[src/rtl/iomem_arb_pkg.sv]
// iomem_arb_pkg
//   Shared definitions for the two-master iomem arbiter: FSM state encoding,
//   default abort read data, master index constants and the round-robin pick.
package iomem_arb_pkg;

  typedef enum logic {
    ST_IDLE = 1'b0,
    ST_OWN  = 1'b1
  } arb_state_t;

  localparam logic [31:0] ERR_RDATA_DEF = 32'hDEAD_BEEF;

  localparam logic M0 = 1'b0;
  localparam logic M1 = 1'b1;

  // On a tie the master that did not win last time takes the bus, so a
  // master that keeps requesting can never lock the other one out.
  function automatic logic rr_pick(input logic v0, input logic v1, input logic last);
    if (v0 && v1)  return ~last;
    else if (v1)   return M1;
    else           return M0;
  endfunction

endpackage

[src/rtl/iomem_arb_timer.sv]
// iomem_arb_timer
//   Bus-timeout counter for the iomem arbiter.
//   Ports:
//     clk, reset  clock, asynchronous active-high reset
//     i_clr       clear counter to zero (new grant)
//     i_en        count one stalled cycle
//     o_last      counter is at LIMIT-1: the current stalled cycle is the last allowed
module iomem_arb_timer
  import iomem_arb_pkg::*;
#(
  parameter int unsigned LIMIT = 255,
  parameter int unsigned CNT_W = 8
)(
  input  logic clk,
  input  logic reset,
  input  logic i_clr,
  input  logic i_en,
  output logic o_last
);

  localparam logic [CNT_W-1:0] LAST = CNT_W'(LIMIT - 1);
  localparam logic [CNT_W-1:0] ONE  = {{(CNT_W-1){1'b0}}, 1'b1};

  logic [CNT_W-1:0] r_cnt;

  always_ff @(posedge clk or posedge reset) begin
    if (reset)      r_cnt <= '0;
    else if (i_clr) r_cnt <= '0;
    else if (i_en)  r_cnt <= r_cnt + ONE;
  end

  assign o_last = (r_cnt == LAST);

endmodule

[src/rtl/iomem_arbiter.sv]
// iomem_arbiter
//   Round-robin arbiter sharing the picosoc iomem peripheral port between the
//   CPU (m0) and a second master (m1). One transaction in flight; a grant takes
//   one IDLE cycle, after which the owner's request is passed straight through.
//   Optional bus timeout is compiled in when IOMEM_TIMEOUT_EN is defined.
//   Ports:
//     clk, reset                     clock, asynchronous active-high reset
//     m{0,1}_valid/wstrb/addr/wdata  master requests (wstrb==0 is a read)
//     m{0,1}_ready/rdata             single-cycle completion and read data
//     s_valid/wstrb/addr/wdata       request to the peripheral fabric
//     s_ready/s_rdata                fabric completion and read data
//     grant_id                       current/last owner (0=m0, 1=m1)
//     busy                           transaction in flight
//     err_pulse, err_addr            timeout abort pulse and address of last abort
module iomem_arbiter
  import iomem_arb_pkg::*;
#(
  parameter int unsigned TIMEOUT_CYCLES = 255,
  parameter int unsigned CNT_W          = 8,
  parameter logic [31:0] ERR_RDATA      = ERR_RDATA_DEF
)(
  input  logic        clk,
  input  logic        reset,
  input  logic        m0_valid,
  input  logic [3:0]  m0_wstrb,
  input  logic [31:0] m0_addr,
  input  logic [31:0] m0_wdata,
  output logic        m0_ready,
  output logic [31:0] m0_rdata,
  input  logic        m1_valid,
  input  logic [3:0]  m1_wstrb,
  input  logic [31:0] m1_addr,
  input  logic [31:0] m1_wdata,
  output logic        m1_ready,
  output logic [31:0] m1_rdata,
  output logic        s_valid,
  output logic [3:0]  s_wstrb,
  output logic [31:0] s_addr,
  output logic [31:0] s_wdata,
  input  logic        s_ready,
  input  logic [31:0] s_rdata,
  output logic        grant_id,
  output logic        busy,
  output logic        err_pulse,
  output logic [31:0] err_addr
);

  arb_state_t  r_state;
  logic        r_owner;
  logic        r_last_winner;

  logic        w_own;
  logic        w_any_req;
  logic        w_winner;
  logic        w_own_valid;
  logic        w_expire;
  logic        w_done;
  logic [31:0] w_rdata;

  assign w_own     = (r_state == ST_OWN);
  assign w_any_req = m0_valid | m1_valid;
  assign w_winner  = rr_pick(m0_valid, m1_valid, r_last_winner);

  // Owner's request fields go straight to the fabric with no extra latency.
  assign w_own_valid = (r_owner == M1) ? m1_valid : m0_valid;
  assign s_wstrb     = (r_owner == M1) ? m1_wstrb : m0_wstrb;
  assign s_addr      = (r_owner == M1) ? m1_addr  : m0_addr;
  assign s_wdata     = (r_owner == M1) ? m1_wdata : m0_wdata;

  // On expiry the fabric request is withdrawn in the same cycle the master
  // is released, so the fabric never sees a dangling request.
  assign s_valid = w_own & w_own_valid & ~w_expire;

  // A master that drops valid while owning aborts silently: no ready pulse.
  assign w_done  = w_own & w_own_valid & (s_ready | w_expire);
  assign w_rdata = w_expire ? ERR_RDATA : s_rdata;

  assign m0_ready = w_done & (r_owner == M0);
  assign m1_ready = w_done & (r_owner == M1);
  assign m0_rdata = m0_ready ? w_rdata : '0;
  assign m1_rdata = m1_ready ? w_rdata : '0;

  assign grant_id = r_owner;
  assign busy     = w_own;

`ifdef IOMEM_TIMEOUT_EN
  logic        w_tmr_last;
  logic [31:0] r_err_addr;

  iomem_arb_timer #(
    .LIMIT (TIMEOUT_CYCLES),
    .CNT_W (CNT_W)
  ) u_timer (
    .clk    (clk),
    .reset  (reset),
    .i_clr  (~w_own & w_any_req),
    .i_en   (w_own & ~s_ready),
    .o_last (w_tmr_last)
  );

  // A fabric completion in the expiry cycle wins over the timeout.
  assign w_expire = w_own & w_own_valid & ~s_ready & w_tmr_last;

  always_ff @(posedge clk or posedge reset) begin
    if (reset)         r_err_addr <= '0;
    else if (w_expire) r_err_addr <= s_addr;
  end

  assign err_pulse = w_expire;
  assign err_addr  = r_err_addr;
`else
  logic [31:0] w_unused_cfg;

  assign w_unused_cfg = TIMEOUT_CYCLES ^ CNT_W;
  assign w_expire     = 1'b0;
  assign err_pulse    = 1'b0;
  assign err_addr     = '0;
`endif

  always_ff @(posedge clk or posedge reset) begin
    if (reset) begin
      r_state       <= ST_IDLE;
      r_owner       <= M0;
      r_last_winner <= M1;
    end else begin
      case (r_state)
        ST_IDLE: begin
          if (w_any_req) begin
            r_owner       <= w_winner;
            r_last_winner <= w_winner;
            r_state       <= ST_OWN;
          end
        end
        ST_OWN: begin
          // Always pass through IDLE so every transaction re-arbitrates.
          if (!w_own_valid || s_ready || w_expire) r_state <= ST_IDLE;
        end
        default: r_state <= ST_IDLE;
      endcase
    end
  end

endmodule

[config.mk]
export PLATFORM = sky130hd
export DESIGN_NAME = iomem_arbiter
export DESIGN_NICKNAME = d
export VERILOG_FILES = /design/src/rtl/iomem_arb_pkg.sv /design/src/rtl/iomem_arb_timer.sv /design/src/rtl/iomem_arbiter.sv
export SDC_FILE = /design/constraint.sdc
export NUM_CORES = 1
export LEC_CHECK = 0
export BUFFER_PORTS_ARGS = -buffer_cell sky130_fd_sc_hd__buf_2
export CORE_AREA = 4 4 133 135
export CTS_CLUSTER_DIAMETER = 120
export CTS_CLUSTER_SIZE = 28
export DETAILED_ROUTE_END_ITERATION = 8
export DIE_AREA = 0 0 137 139
export PLACE_DENSITY_LB_ADDON = 0.05
export REMOVE_ABC_BUFFERS = 1
export SYNTH_ARGS = -nofsm -noshare
export SYNTH_HDL_FRONTEND = slang
export SYNTH_HIERARCHICAL = 1
export SYNTH_SLANG_ARGS = --single-unit
[constraint.sdc]
create_clock -name clk -period 2.1 [get_ports clk]
set_input_delay 0.105 -clock clk [delete_from_list [all_inputs] [get_ports clk]]
set_output_delay 0.105 -clock clk [all_outputs]
set_load 0.05 [all_outputs]
==> impl_metrics.json <==
{
  "outcome": "finished clean",
  "leakage_nw": 1.99,
  "yosysWarningCount": 6,
  "cts_tree": "yes",
  "core_region_area_mm2": 0.0165,
  "hpwl_um": 9860,
  "cts_post_setup_buffers_inserted": 0,
  "htree_levels": 1,
  "num_io_pins": 343,
  "power.share.combinational": 0.892,
  "path_cells": "buf_12, mux2_2, buf_2",
  "rows": 47,
  "critical_path.endpoint_type": "primary output",
  "dpl_cell_area_mm2": 0.00329,
  "cap_violations": 0,
  "cellPowerDensity_mw_per_mm2": 1200,
  "dp.cells": 746,
  "min_to": "grant_id$_DFFE_PP0P_",
  "clkSinkCount": 3,
  "antenna_found_initial": 3,
  "grt_usage": 0.106,
  "hold_class": "in -> reg",
  "synth.area.top_cells": "mux2_2 (44%), buf_4 (15%), nor2_1 (14%)",
  "drc_errors": 0,
  "critPathMaxStageDelay_ps": 440,
  "critPathMaxFanout": 69,
  "post-place-ws_ps": 535,
  "cts.repair.resized": 0,
  "power_frac_seq": 0.034,
  "drive_gt1_frac": 0.729,
  "finalWirelength_um": 11100,
  "postSynthAreaPerCell_um2": 7.49,
  "layout_setup_ws_ps": 307,
  "switchingPower_mw": 2.73,
  "p_int_mw": 1.35,
  "cts_root_buf": "clkbuf_16",
  "clock-skew-final_ps": 0.419,
  "final-hold-violation-count": 0,
  "syn-cell-area_mm2": 0.00176,
  "vias": 2597,
  "grt_pass1_vias": 2646,
  "setup_viol": 0,
  "critPathKind": "reg -> out",
  "whs_path_depth": 2,
  "port_buffers": 309,
  "swShare": 0.669,
  "nets": 705,
  "peakVddDrop_mv": 0.586,
  "ys_ff_latch": 3,
  "yosysTopAreaCell": "mux2_2",
  "wl_per_cell_um": 14.7,
  "grt_start_max_net_pins": 70,
  "grt_pass1_wl_um": 15800,
  "setup-tns-final_ps": 0,
  "numCtsBuffers": 3,
  "max_freq_mhz": 558,
  "crit-reg2reg-launch": "busy$_DFF_PP0_",
  "finalCritPeriodShare": 0.854,
  "die_w_um": 137,
  "cts_hold_buf": 1,
  "ant_nets": 0,
  "worst_pin_slew_ps": 621,
  "finalNonFillerCells": 754,
  "slew_headroom": 0.586,
  "postLayoutCellArea_mm2": 0.00339,
  "clk_pin_slew_worst_paths_ps": 30,
  "synth-edff-count": 0,
  "drt_iter0_drc": 58,
  "yosysSeqAreaShare": 0.0434,
  "initial_core_util": 0.107,
  "fin_crit_ps": 1790,
  "yosysUniqueCellTypes": 21,
  "critPathSlowestCell": "dfrtp_2",
  "vias_per_cell": 3.44,
  "worstPathArrival_ps": 1690,
  "yosys.area.top_type_share": 0.435,
  "fp.dieH_um": 139,
  "area_growth_pct": 92.5,
  "synth_ff_type": "dfrtp_1",
  "async_flop_share": 1.00,
  "rr_worst_depth": 2,
  "p_clk_frac": 0.074,
  "insertion_delay_ps": 220,
  "grt_overflow_total": 0,
  "synthCells": 235,
  "clock_path_buffers": 2,
  "dieArea_mm2": 0.0190,
  "maxSlewViolCount": 0,
  "first_pass_iters": 4,
  "gp_congestion": 0.824,
  "hp-start": "m1_valid",
  "critPathRequiredTime_ps": 2000,
  "reg2reg_slack_ps": 1100,
  "cp-start-kind": "register",
  "r2r_end": "grant_id$_DFFE_PP0P_",
  "rsz0062_at_grt": "no"
}
-- power by group through the flow --
stage	combinational (mW)	clock [mW]	sequential, mW
global route	3.80	0.312	0.144
global placement	3.71	0	0.138
finish	3.63	0.302	0.138
detailed placement	3.67	0	0.139
CTS	3.68	0.308	0.138
floorplan	2.66	0	0.340
-- through the flow --
step / utilization / power (mW) / hold WS [ps]
floorplan: - / 3.00 / -142
finish: 0.206 / 4.07 / 239
CTS: 0.205 / 4.13 / 242
global placement: 0.200 / 3.85 / -12.4
detailed placement: 0.200 / 3.81 / -3.91
global route: 0.206 / 4.26 / 261
-- cells in the mapped netlist, drive strengths merged (2+ instances only) --
cell type  instances
nand2             33
buf               46
inv                3
dfrtp              2
mux2              68
clkbuf             5
nor2              68
-- sequential cells by signal (all words and copies together), names as in the netlist --
signal / cells
busy: 1
r_last_winner: 1
grant_id: 1
-- routing by layer --
layer / up-vias / part of all wire / GRT usage
met5: - / 0 / 0
met4: 0 / 0.015 / 0.0252
met3: 10 / 0.10 / 0.0301
met2: 159 / 0.58 / 0.222
met1: 1127 / 0.31 / 0.0966
li1: 1301 / - / -
-- final cells by class --
| type | count | area (um^2) |
|---|---|---|
| clock buffers | 4 | 78.8 |
| inverters | 3 | 11.3 |
| fillers | 1908 | 13100 |
| flip-flops and latches | 3 | 77.6 |
| multi-input cells | 210 | 1360 |
| well taps | 220 | 275 |
| repair buffers | 311 | 1580 |
| diodes | 3 | 7.51 |
-- critical path: cells and delay by family, from the launching register on --
| kind | cells | cell delay (ps) |
|---|---|---|
| buffers and inverters | 2 | 540 |
| DFF | 1 | 440 |
| muxes | 1 | 410 |
-- cell families after synthesis --
logic type	Yosys count	share of synthesized area
AO/OA/AOI/OAI	3	0.0135
buffers and inverters	54	0.252
flip-flops	3	0.0434
multiplexers	69	0.441
other	1	0.00213
AND/OR/NAND/NOR	105	0.248
-- worst max-delay path by stage --
stage | slack [ps] | endpoint | startpoint
finish | 310 | s_addr[12] | grant_id$_DFFE_PP0P_
global route | 220 | m1_rdata[12] | busy$_DFF_PP0_
CTS | 300 | s_addr[12] | grant_id$_DFFE_PP0P_
detailed placement | 530 | s_addr[12] | grant_id$_DFFE_PP0P_
global placement | 530 | s_addr[12] | grant_id$_DFFE_PP0P_
floorplan | -1640 | m1_ready | grant_id$_DFFE_PP0P_
-- cells in the final DEF (no fill, tap or decap), drive strengths merged --
cell type,count
mux2i,1
dfrtp,2
nand2b,1
inv,3
dlygate4sd3,1
nor3b,1
mux2,68
nand3b,1
nand3,1
nor2,68
buf,310
conb,33
a21o,1
dfstp,1
diode,3
o22ai,1
nand2,33
clkbuf,4
a32o,1
(Power assumes the default switching activity.)
